**config.mk**
```make
export PLATFORM = sky130hd
export DESIGN_NAME = ps2_scan_sequencer
export DESIGN_NICKNAME = d
export VERILOG_FILES = /design/src/rtl/ps2_scan_sequencer.sv
export SDC_FILE = /design/constraint.sdc
export NUM_CORES = 1
export LEC_CHECK = 0
export CAP_MARGIN = 0
export CELL_PAD_IN_SITES_DETAIL_PLACEMENT = 1
export CELL_PAD_IN_SITES_GLOBAL_PLACEMENT = 1
export CORE_MARGIN = 5
export CORE_UTILIZATION = 35
export DETAILED_ROUTE_END_ITERATION = 16
export PLACE_DENSITY_LB_ADDON = 0.1
export SETUP_SLACK_MARGIN = 0.15
export SYNTH_ARGS = -nofsm -noshare
export SYNTH_HDL_FRONTEND = slang
export SYNTH_SLANG_ARGS = --single-unit
```
**constraint.sdc**
```tcl
create_clock -name clk -period 2.05 [get_ports clk]
set_input_delay 0.3075 -clock clk [delete_from_list [all_inputs] [get_ports clk]]
set_output_delay 0.3075 -clock clk [all_outputs]
set_load 0.05 [all_outputs]
```
**src/rtl/ps2_scan_sequencer.sv**
```systemverilog
// PS/2 scan-code sequencer: pops bytes from the receiver FIFO, strips F0/E0 prefixes,
// tracks modifiers, reads the make2ascii LUT and hands one key event per sequence downstream.
module ps2_scan_sequencer #(
    parameter int unsigned LUT_LAT = 1,
    parameter int unsigned CNT_W   = 8
) (
    input  logic             clk,
    input  logic             clr,
    input  logic             ready,
    input  logic [7:0]       scan_data,
    input  logic             overflow,
    output logic             nextdata_n,
    output logic [7:0]       lut_addr,
    input  logic [7:0]       lut_q,
    output logic             key_valid,
    input  logic             key_ack,
    output logic [7:0]       key_code,
    output logic [7:0]       key_ascii,
    output logic             key_break,
    output logic             key_ext,
    output logic             shift,
    output logic             ctrl,
    output logic             caps,
    output logic [CNT_W-1:0] press_count,
    output logic             ovf_sticky
);

    typedef enum logic [2:0] {StIdle, StPop, StSettle, StLook, StEmit} state_e;

    localparam logic [1:0] LatLast = 2'(LUT_LAT);

    state_e           state_q, state_d;
    logic [7:0]       byte_q, byte_d, held_q, held_d, addr_q, addr_d;
    logic [7:0]       code_q, code_d, ascii_q, ascii_d;
    logic             brk_pend_q, brk_pend_d, ext_pend_q, ext_pend_d;
    logic             brk_q, brk_d, ext_q, ext_d;
    logic             shift_q, shift_d, ctrl_q, ctrl_d, caps_q, caps_d, ovf_q, ovf_d;
    logic [CNT_W-1:0] count_q, count_d;
    logic [1:0]       lat_q, lat_d;

    logic       is_shift, is_ctrl, is_caps, is_mod, is_make;
    logic       shift_new, ctrl_new, caps_new;
    logic [7:0] ascii_new;

    assign is_shift  = (byte_q == 8'h12) || (byte_q == 8'h59);
    assign is_ctrl   = (byte_q == 8'h14);
    assign is_caps   = (byte_q == 8'h58);
    assign is_mod    = is_shift || is_ctrl || is_caps;
    assign is_make   = !brk_pend_q;
    assign shift_new = is_shift ? is_make : shift_q;
    assign ctrl_new  = is_ctrl ? is_make : ctrl_q;
    // Auto-repeat makes of caps lock arrive with held_q already 0x58 and must not toggle.
    assign caps_new  = caps_q ^ (is_caps && is_make && (held_q != 8'h58));

    always_comb begin
        if (ext_pend_q) begin
            ascii_new = 8'h00;
        end else if ((shift_new ^ caps_new) && (lut_q >= 8'h61) && (lut_q <= 8'h7a)) begin
            ascii_new = lut_q - 8'h20;
        end else begin
            ascii_new = lut_q;
        end
    end

    always_comb begin
        state_d    = state_q;
        byte_d     = byte_q;
        held_d     = held_q;
        addr_d     = addr_q;
        code_d     = code_q;
        ascii_d    = ascii_q;
        brk_pend_d = brk_pend_q;
        ext_pend_d = ext_pend_q;
        brk_d      = brk_q;
        ext_d      = ext_q;
        shift_d    = shift_q;
        ctrl_d     = ctrl_q;
        caps_d     = caps_q;
        count_d    = count_q;
        lat_d      = lat_q;
        ovf_d      = ovf_q | overflow;

        unique case (state_q)
            StIdle: begin
                if (ready) begin
                    byte_d  = scan_data;
                    state_d = StPop;
                end
            end
            StPop: state_d = StSettle;
            StSettle: begin
                if (byte_q == 8'hf0) begin
                    brk_pend_d = 1'b1;
                    state_d    = StIdle;
                end else if (byte_q == 8'he0) begin
                    ext_pend_d = 1'b1;
                    state_d    = StIdle;
                end else begin
                    addr_d  = byte_q;
                    lat_d   = 2'd0;
                    state_d = StLook;
                end
            end
            StLook: begin
                if (lat_q == LatLast) begin
                    shift_d = shift_new;
                    ctrl_d  = ctrl_new;
                    caps_d  = caps_new;
                    ascii_d = ascii_new;
                    if (is_make) begin
                        if (!is_mod && (byte_q != held_q)) begin
                            count_d = count_q + CNT_W'(1);
                        end
                        held_d = byte_q;
                    end else if (byte_q == held_q) begin
                        held_d = 8'h00;
                    end
                    code_d     = byte_q;
                    brk_d      = brk_pend_q;
                    ext_d      = ext_pend_q;
                    brk_pend_d = 1'b0;
                    ext_pend_d = 1'b0;
                    state_d    = StEmit;
                end else begin
                    lat_d = lat_q + 2'd1;
                end
            end
            StEmit: begin
                if (key_ack) begin
                    state_d = StIdle;
                end
            end
            default: state_d = StIdle;
        endcase
    end

    always_ff @(posedge clk or posedge clr) begin
        if (clr) begin
            state_q    <= StIdle;
            byte_q     <= 8'h00;
            held_q     <= 8'h00;
            addr_q     <= 8'h00;
            code_q     <= 8'h00;
            ascii_q    <= 8'h00;
            brk_pend_q <= 1'b0;
            ext_pend_q <= 1'b0;
            brk_q      <= 1'b0;
            ext_q      <= 1'b0;
            shift_q    <= 1'b0;
            ctrl_q     <= 1'b0;
            caps_q     <= 1'b0;
            ovf_q      <= 1'b0;
            count_q    <= '0;
            lat_q      <= 2'd0;
        end else begin
            state_q    <= state_d;
            byte_q     <= byte_d;
            held_q     <= held_d;
            addr_q     <= addr_d;
            code_q     <= code_d;
            ascii_q    <= ascii_d;
            brk_pend_q <= brk_pend_d;
            ext_pend_q <= ext_pend_d;
            brk_q      <= brk_d;
            ext_q      <= ext_d;
            shift_q    <= shift_d;
            ctrl_q     <= ctrl_d;
            caps_q     <= caps_d;
            ovf_q      <= ovf_d;
            count_q    <= count_d;
            lat_q      <= lat_d;
        end
    end

    assign nextdata_n  = (state_q != StPop);
    assign key_valid   = (state_q == StEmit);
    assign lut_addr    = addr_q;
    assign key_code    = code_q;
    assign key_ascii   = ascii_q;
    assign key_break   = brk_q;
    assign key_ext     = ext_q;
    assign shift       = shift_q;
    assign ctrl        = ctrl_q;
    assign caps        = caps_q;
    assign press_count = count_q;
    assign ovf_sticky  = ovf_q;

endmodule

```
; Word-level counts from Yosys, hierarchy flattened
; Cells that the tools add are included.
[word_totals]
reg_bits = 61
word_cells = 94
[op_classes]
n_addsub = 3
n_lt_le_gt_ge = 2
n_eq_ne = 24
mux = 21
n_bitwise = 6
reduce_logical = 22
[op_table]
columns = cell, count
row1 = 2-to-1 mux 8 bit, 4
row2 = "== test 8 x 5 -> 1 bit, second input constant", 2
row3 = "== test 8 x 7 -> 1 bit, second input constant", 2
row4 = "== test 8 bit, second input constant", 2
row5 = one-hot mux 3 bit (5 select lines), 1
row6 = AND reduction 3 bit, 5
row7 = "!= test 2 bit, second input constant", 7
row8 = AND reduction 4 bit, 3
row9 = 2-to-1 mux 2 bit, 5
row10 = 2-to-1 mux 3 bit, 3
row11 = "adder 8 x 1 -> 8 bit, second input constant", 1
row12 = == test 8 bit, 1
row13 = ">= comparator 8 x 7 -> 1 bit, second input constant", 1
row14 = "<= comparator 8 x 7 -> 1 bit, second input constant", 1
row15 = "!= test 8 x 7 -> 1 bit, second input constant", 1
row16 = != test 8 bit, 1
row17 = "subtractor 8 x 6 -> 8 bit, second input constant", 1
row18 = "== test 3 x 2 -> 1 bit, second input constant", 2
row19 = logical AND 1 bit, 5
row20 = 2-to-1 mux 1 bit, 5
row21 = "!= test 2 x 1 -> 1 bit, second input constant", 2
row22 = one-hot mux 1 bit (2 select lines), 2
row23 = one-hot mux 2 bit (2 select lines), 1
row24 = AND reduction 2 bit, 2
row25 = other kinds (12), 18

; Depth between registers and ports, before layout
; Gate-level depths: netlist of run 1.
[depth]
word_depth = 9
mapped_depth = 8
mapped_depth_nobuf = 7

; Least setup slack after synthesis of run 1
; No wires, ideal clock.
[synth_timing]
path_type = reg2reg
startpoint = register lat_q[1]
endpoint = register count_q[1] (netlist: press_count[1])
setup_ns = 0.125
arrival_time_ns = 1.979
required_ns = 1.925
slack_ns = -0.054
path_stages_with_launch = 9
path_buffers = 2
synth_period_minus_slack_ns = 2.104
path_cell_list = dfrtp_1 inv_1 ha_1 clkbuf_1 nand4b_1 or2_2 clkbuf_1 or2_1 mux2_2
[synth_via]
elab_chain_cells = 2
[synth_lines]
columns = element, line_no
row1 = start: declaration, 39  ; logic [1:0] lat_q, lat_d;
row2 = start signal: assignment, 171  ; lat_q <= lat_d;
row3 = == test 2 x 1 -> 1 bit, 105  ; if (lat_q == LatLast) begin
row4 = AND reduction 4 bit (no source line), n/a
row5 = end signal: assignment, 170  ; count_q <= count_d;
row6 = end: declaration, 38  ; logic [CNT_W-1:0] count_q, count_d;
; Every way passes these cells.
; A chain may end at the register's enable or synchronous reset.

; Worst setup path after layout of run 1
[layout_timing]
startpoint = register byte_q[2]
endpoint = register count_q[1] (netlist: press_count[1])
[layout_via]
elab_chain_cells = 7
elab_cells_between_ends = 11
cone_classes = 5 x eq/ne / 6 x reduce/logical
[layout_lines]
columns = element, line_no
row1 = start: declaration, 33  ; logic [7:0] byte_q, byte_d, held_q, held_d, addr_q, addr_d;
row2 = start signal: assignment, 157  ; byte_q <= byte_d;
row3 = == test 8 x 5 -> 1 bit or == test 8 x 7 -> 1 bit (tied branches), 45  ; assign is_shift = (byte_q == 8'h12) || (byte_q == 8'h59);
row4 = logical OR 1 bit, 45
row5 = logical OR 1 bit (2 in a row), 48  ; assign is_mod = is_shift || is_ctrl || is_caps;
row6 = logical NOT 1 bit, 111  ; if (!is_mod && (byte_q != held_q)) begin
row7 = logical AND 1 bit *, 111
row8 = AND reduction 4 bit (no source line) *, n/a
; Mark *: on every way between the ends. The rest lies on a longest branch, timed or not.

==> results.py, run 1 <==
metrics = {
    "cells_and_area": {
        "diodes": 0,
        "area_growth_pct": 40.3,
        "final_nets": 379,
        "drive_gt1_share_pct": 23.1,
        "fillers": 919,
    },
    "die": {
        "num_rows": 33,
        "die_x_um": 101,
        "start_util_pct": 35.7,
        "ios": 61,
        "die_y_um": 101,
        "coreArea_mm2": 0.00818,
        "die-area_mm2": 0.0103,
    },
    "setup_path": {
        "critPathBufInv": 1,
        "path_cells": "or4b_4 > buf_4 > a21oi_2 > a211o_1 > or2_1 > mux2_2",
        "critPathTopFamily": "simple AND/OR/NAND/NOR gates",
        "crit_fanout": 6,
        "endpoint_kind": "register",
        "critPathSlowestCell": "or4b_4",
        "cp-start-kind": "register",
        "crit_arrival_ps": 2240,
        "critPathRequiredTime_ps": 2280,
        "path_class": "reg -> reg",
        "cp_slowest_stage_delay_ps": 560,
    },
    "min_path": {
        "hp-class": "in -> async",
    },
    "timing": {
        "period_minus_slack_ps": 2010,
        "skew_ps": 7.72,
        "hold_viol": 0,
        "period_share_pct": 97.8,
        "slew_headroom_pct": 60.3,
        "worst_pin_slew_ps": 593,
        "setup_viol": 0,
        "whs_ps": 239,
        "report.final.slew_viol_count": 0,
        "grt_setup_unrepaired": "yes",
        "fmax_mhz": 499,
        "finalSetupTns_ps": 0,
    },
    "logic_synthesis": {
        "synth_adder_area_share_pct": 1.29,
        "yosysMostFrequentCell": "dfrtp_1",
        "muxShareOfSynthArea_pct": 6.52,
        "syn_inst": 279,
        "synth_xor_area_share_pct": 5.11,
        "synth_top_area_share_pct": 52.3,
        "synth_area_leader_cell": "dfrtp_1",
        "async_flop_share_pct": 100,
        "ys_types": 51,
        "avgSynthCellArea_um2": 10.5,
        "synth_compound_area_share_pct": 11.3,
        "syn_nets": 303,
        "synth_edf_count": 0,
        "synth_top_family_by_area": "simple AND/OR/NAND/NOR gates",
        "synthSimpleGateAreaFrac_pct": 19.1,
        "ys_seq_area_share_pct": 52.3,
        "synth.ff_latch_count": 61,
        "synthTopCellsByArea": "dfrtp_1 (52%), nand2_1 (6.4%), mux2_2 (6.2%), xor2_1 (3.9%), a22o_1 (3.0%)",
        "netlist_area_mm2": 0.00292,
        "synth_commonest_cells": "dfrtp_1 (61), nand2_1 (50), clkbuf_1 (16), mux2_2 (16)",
        "synthFlopType": "dfrtp_1",
        "yosysWarnings": 0,
    },
    "clocking": {
        "clock_path_buffers": 2,
        "clock_sinks": 61,
        "clock_latency_ps": 340,
        "clk_pin_slew_ps": 70,
        "ctsHtreeMaxLevel": 3,
        "cts_tree": "built",
        "numCtsBuffers": 9,
        "root_buffer": "clkbuf_8",
    },
    "routing": {
        "ant_nets": 0,
        "drc": 0,
        "wl_per_cell_um": 16.1,
        "drtPass1Iterations": 4,
        "num_vias": 2282,
        "drtIter0Drc": 51,
        "vias_per_cell": 4.91,
        "drt-total-wl_mm": 7.50,
    },
    "power_and_ir_drop": {
        "ir_drop_v": 0.000683,
        "power_density_mw_per_mm2": 1610,
        "leakage_nw": 1.85,
        "power_w": 0.00659,
    },
    "place": {
        "dp_hpwl_mm": 5.41,
        "portBuffers": 60,
        "finalWeightedCongestion": 0.804,
    },
    "global_routing": {
        "grt_pass1_wl_mm": 12.6,
        "grtUsageTotal_pct": 15.7,
        "antenna_found_initial": 0,
        "grt_pass1_vias": 2535,
        "grt_max_degree": 49,
        "grt_overflow": 0,
    },
    "run_status": {
        "status": "finished, final reports clean",
    },
    "job": {
        "maxCapViolCount": 0,
    },
}
stage by stage:
step,setup WS (ps),utilization (%),std cells,area [um^2]
2_1_floorplan,105,-,279,2960
3_3_place_gp,118,45.9,443,3750
3_5_place_dp,40.0,45.9,443,3750
4_1_cts,88.3,49.0,463,4000
5_1_grt,-10.4,50.1,465,4090
6_report,44.2,50.1,465,4090
path summary, 6_finish.rpt:
kind	start	slack (ps)	to	cells after the start
min in group clk	press_count[7]	460	press_count[7]	1
worst max-delay path	byte_q[2]	40	press_count[1]	6
max in group asynchronous	clr	1230	byte_q[2]	3
worst max register to register	byte_q[2]	40	press_count[1]	6
worst min-delay path	clr	240	press_count[2]	2
worst min register to register	press_count[7]	460	press_count[7]	1
routing by layer:
layer / GRT usage, % / routed length, um / share of wire, %
met1: 20.1 / 3390 / 45
met2: 25.4 / 3640 / 49
met5: 0 / 0 / 0
met3: 4.06 / 335 / 4.5
met4: 6.44 / 131 / 1.7
logic make-up after synthesis:
kind of cell               after synthesis
AOI/OAI and AO/OA                       45
and+or+nand+nor                        105
muxes                                   17
buffers and inverters                   31
DFF                                     61
xor gates and xnor gates                17
adders and majority gates                3
layout make-up:
type                       instances  area (um^2)  share of cell area, %
sequential                        61         1530                   37.5
multi-input combinational        187         1360                   33.2
timing repair buffer              85          821                   20.1
clock buffer                      11          131                   3.21
tap                              105          131                   3.21
clock inverter                     5         75.1                   1.83
inverter                          11         41.3                   1.01
cell usage in the layout (no fill, tap or decap), types with 3 or more instances in the layout:
master           count
clkinv_2             3
clkbuf_8             9
dfrtp_2              5
buf_4               22
nor2_1               7
nand3_1              3
xnor2_1              3
xor2_1              13
a21oi_1              4
nor3_1               4
mux2_2              16
nor3b_1              4
dfrtp_1             56
dlygate4sd2_1        6
inv_1               10
o31ai_1              3
o21ai_0             11
nand2_1             50
nand2b_1             6
nand4_1              3
clkdlybuf4s50_1     50
ha_1                 3
a22o_1              10
what timing repair did:
action / 4_1_cts / 5_1_grt
buffers inserted: 4 / 2
endpoints found under the setup margin: 14 / 20
gates resized for setup: 15 / 16
pin swaps: 2 / 3
hold buffers: 0 / 0
sequential cells by signal, summed over array words and instances, names as in the netlist, 2 cells and up:
| name | cells |
|---|---|
| held_q | 8 |
| byte_q | 8 |
| lat_q | 2 |
| lut_addr | 8 |
| key_code | 8 |
| key_ascii | 8 |
| press_count | 8 |
| state_q | 3 |
worst reg2reg max path: stages (launching register included):
cell and delay, ps:
dfrtp_2 440, or4b_4 560, buf_4 170, a21oi_2 100
a211o_1 150, or2_1 140, mux2_2 330
power by group:
group / leakage (nW) / internal [W] / switching [W]
Combinational: 0.976 / 0.00137 / 0.00191
Sequential: 0.765 / 0.00168 / 0.000473
Clock: 0.107 / 0.000679 / 0.000467
Note: power is estimated with default switching activity, not from simulation.
==> inputs of run 2 (changes only) <==
--- a/config.mk
+++ b/config.mk
@@ -11,6 +11,7 @@
 export CORE_MARGIN = 5
 export CORE_UTILIZATION = 35
 export DETAILED_ROUTE_END_ITERATION = 16
+export MAX_ROUTING_LAYER = met4
 export PLACE_DENSITY_LB_ADDON = 0.1
 export SETUP_SLACK_MARGIN = 0.15
 export SYNTH_ARGS = -nofsm -noshare
==> results.py, run 2 (synthesis gave the netlist of run 1 again) <==
metrics = {
    "place": {
        "dp_hpwl_mm": 5.41,
        "portBuffers": 60,
        "place_ws_ps": 40.0,
        "place_inst": 443,
        "finalWeightedCongestion": 0.816,
    },
    "global_routing": {
        "grt_pass1_wl_mm": 12.6,
        "antenna_found_initial": 0,
        "grtUsageTotal_pct": 16.2,
        "grt_max_degree": 49,
        "grt_pass1_vias": 2527,
        "grt_overflow": 0,
    },
    "clocking": {
        "numCtsBuffers": 9,
        "root_buffer": "clkbuf_8",
        "ctsHtreeMaxLevel": 3,
        "cts_tree": "built",
        "cts_hold_buf": 0,
        "clock_sinks": 61,
        "clock_latency_ps": 340,
        "clk_pin_slew_ps": 70,
        "clock_path_buffers": 2,
    },
    "timing": {
        "finalSetupTns_ps": 0,
        "grt_setup_unrepaired": "yes",
        "skew_ps": 8.19,
        "setup_viol": 0,
        "period_share_pct": 97.7,
        "fmax_mhz": 499,
        "layout_setup_ws_ps": 47.2,
        "period_minus_slack_ps": 2000,
        "report.final.slew_viol_count": 0,
        "hold_viol": 0,
        "worst_pin_slew_ps": 574,
        "slew_headroom_pct": 61.6,
    },
    "routing": {
        "ant_nets": 0,
        "drc": 0,
        "drtPass1Iterations": 4,
        "wl_per_cell_um": 16.1,
        "vias_per_cell": 4.92,
        "drt-total-wl_mm": 7.48,
        "num_vias": 2290,
        "drtIter0Drc": 48,
    },
    "min_path": {
        "hp-class": "in -> async",
    },
    "die": {
        "num_rows": 33,
        "ios": 61,
        "start_util_pct": 35.7,
        "coreArea_mm2": 0.00818,
        "die-area_mm2": 0.0103,
        "die_y_um": 101,
        "die_x_um": 101,
    },
    "setup_path": {
        "crit_fanout": 6,
        "ff2ff_setup_slack_ps": 50,
        "cp-start-kind": "register",
        "critPathRequiredTime_ps": 2280,
        "path_class": "reg -> reg",
        "endpoint_kind": "register",
        "crit_arrival_ps": 2230,
    },
    "run_status": {
        "status": "finished, final reports clean",
    },
    "power_and_ir_drop": {
        "combPwrFrac_pct": 49.9,
        "clockPowerShare_pct": 17.4,
        "power.share.sequential_pct": 32.7,
        "swShare_pct": 43.3,
        "power_density_mw_per_mm2": 1610,
        "power.switching_w": 0.00285,
        "intPower_w": 0.00374,
        "ir_drop_v": 0.000684,
        "power_w": 0.00659,
        "leakage_nw": 1.85,
    },
    "cells_and_area": {
        "instances_no_fill": 465,
        "final_common_cell": "dfrtp_1",
        "area_growth_pct": 40.3,
        "diodes": 0,
        "drive_gt1_share_pct": 23.1,
        "final_nets": 379,
        "final_cell_mix": "dfrtp_1 (56), nand2_1 (50), clkdlybuf4s50_1 (50)",
    },
    "job": {
        "maxCapViolCount": 0,
    },
}
run 2: cell counts in the layout (fill, tap and decap cells not counted):
Identical to the previous run, type by type.
run 2: final cells by class:
type | instances | area, um^2
fill | 919 | 4080
sequential | 61 | 1530
multi-input combinational | 187 | 1360
timing repair buffer | 85 | 821
clock buffer | 11 | 131
tap | 105 | 131
clock inverter | 5 | 75.1
inverter | 11 | 41.3
run 2: worst max-delay path: stages, from the launching register on:
cell and delay [ps]:
dfrtp_2 440, or4b_4 560, buf_4 170, a21oi_2 100, a211o_1 150, or2_1 140, mux2_2 330
run 2: power by group through the flow:
stage / sequential, W / clock, W / combinational (W)
after global placement: 0.00214 / 0 / 0.00321
after global routing: 0.00224 / 0.00123 / 0.00353
after detailed placement: 0.00216 / 0 / 0.00323
after floorplan: 0.00283 / 0 / 0.00144
after CTS: 0.00216 / 0.00118 / 0.00325
final: 0.00216 / 0.00115 / 0.00329
run 2: path summary, 6_finish.rpt:
check / cells past startpoint / endpoint / start
worst max register to register: 6 / press_count[1] / byte_q[2]
worst max-delay path: 6 / press_count[1] / byte_q[2]
worst min-delay path: 2 / press_count[2] / clr
worst min register to register: 1 / press_count[7] / press_count[7]
max in group asynchronous: 3 / byte_q[2] / clr
min in group clk: 1 / press_count[7] / press_count[7]
run 2: through the flow:
stage / instance area (um^2) / utilization [%] / hold slack [ps]
2_1_floorplan: 2960 / - / 415
3_3_place_gp: 3750 / 45.9 / 447
3_5_place_dp: 3750 / 45.9 / 452
4_1_cts: 4000 / 49.0 / 241
5_1_grt: 4090 / 50.1 / 243
6_report: 4090 / 50.1 / 238
run 2: metal layers:
| metal | global-route usage, % | part of all wire (%) | up-vias |
|---|---|---|---|
| li1 | - | - | 1114 |
| met1 | 20.5 | 46 | 1119 |
| met2 | 25.3 | 49 | 47 |
| met3 | 3.51 | 4.0 | 10 |
| met4 | 6.44 | 1.4 | 0 |
| met5 | - | 0 | - |
run 2: timing repair:
item	4_1_cts	5_1_grt
endpoints found under the setup margin	14	20
hold endpoints to repair	0	0
setup buffers	4	2
pin swaps	2	3
gates resized for setup	15	16
==> inputs of run 3 (changes only) <==
--- a/config.mk
+++ b/config.mk
@@ -14,6 +14,7 @@
 export MAX_ROUTING_LAYER = met4
 export PLACE_DENSITY_LB_ADDON = 0.1
 export SETUP_SLACK_MARGIN = 0.15
+export SLEW_MARGIN = 0
 export SYNTH_ARGS = -nofsm -noshare
 export SYNTH_HDL_FRONTEND = slang
 export SYNTH_SLANG_ARGS = --single-unit
==> results of run 3 <==
No change in the layout: final DEF, timing and power equal those of run 2.
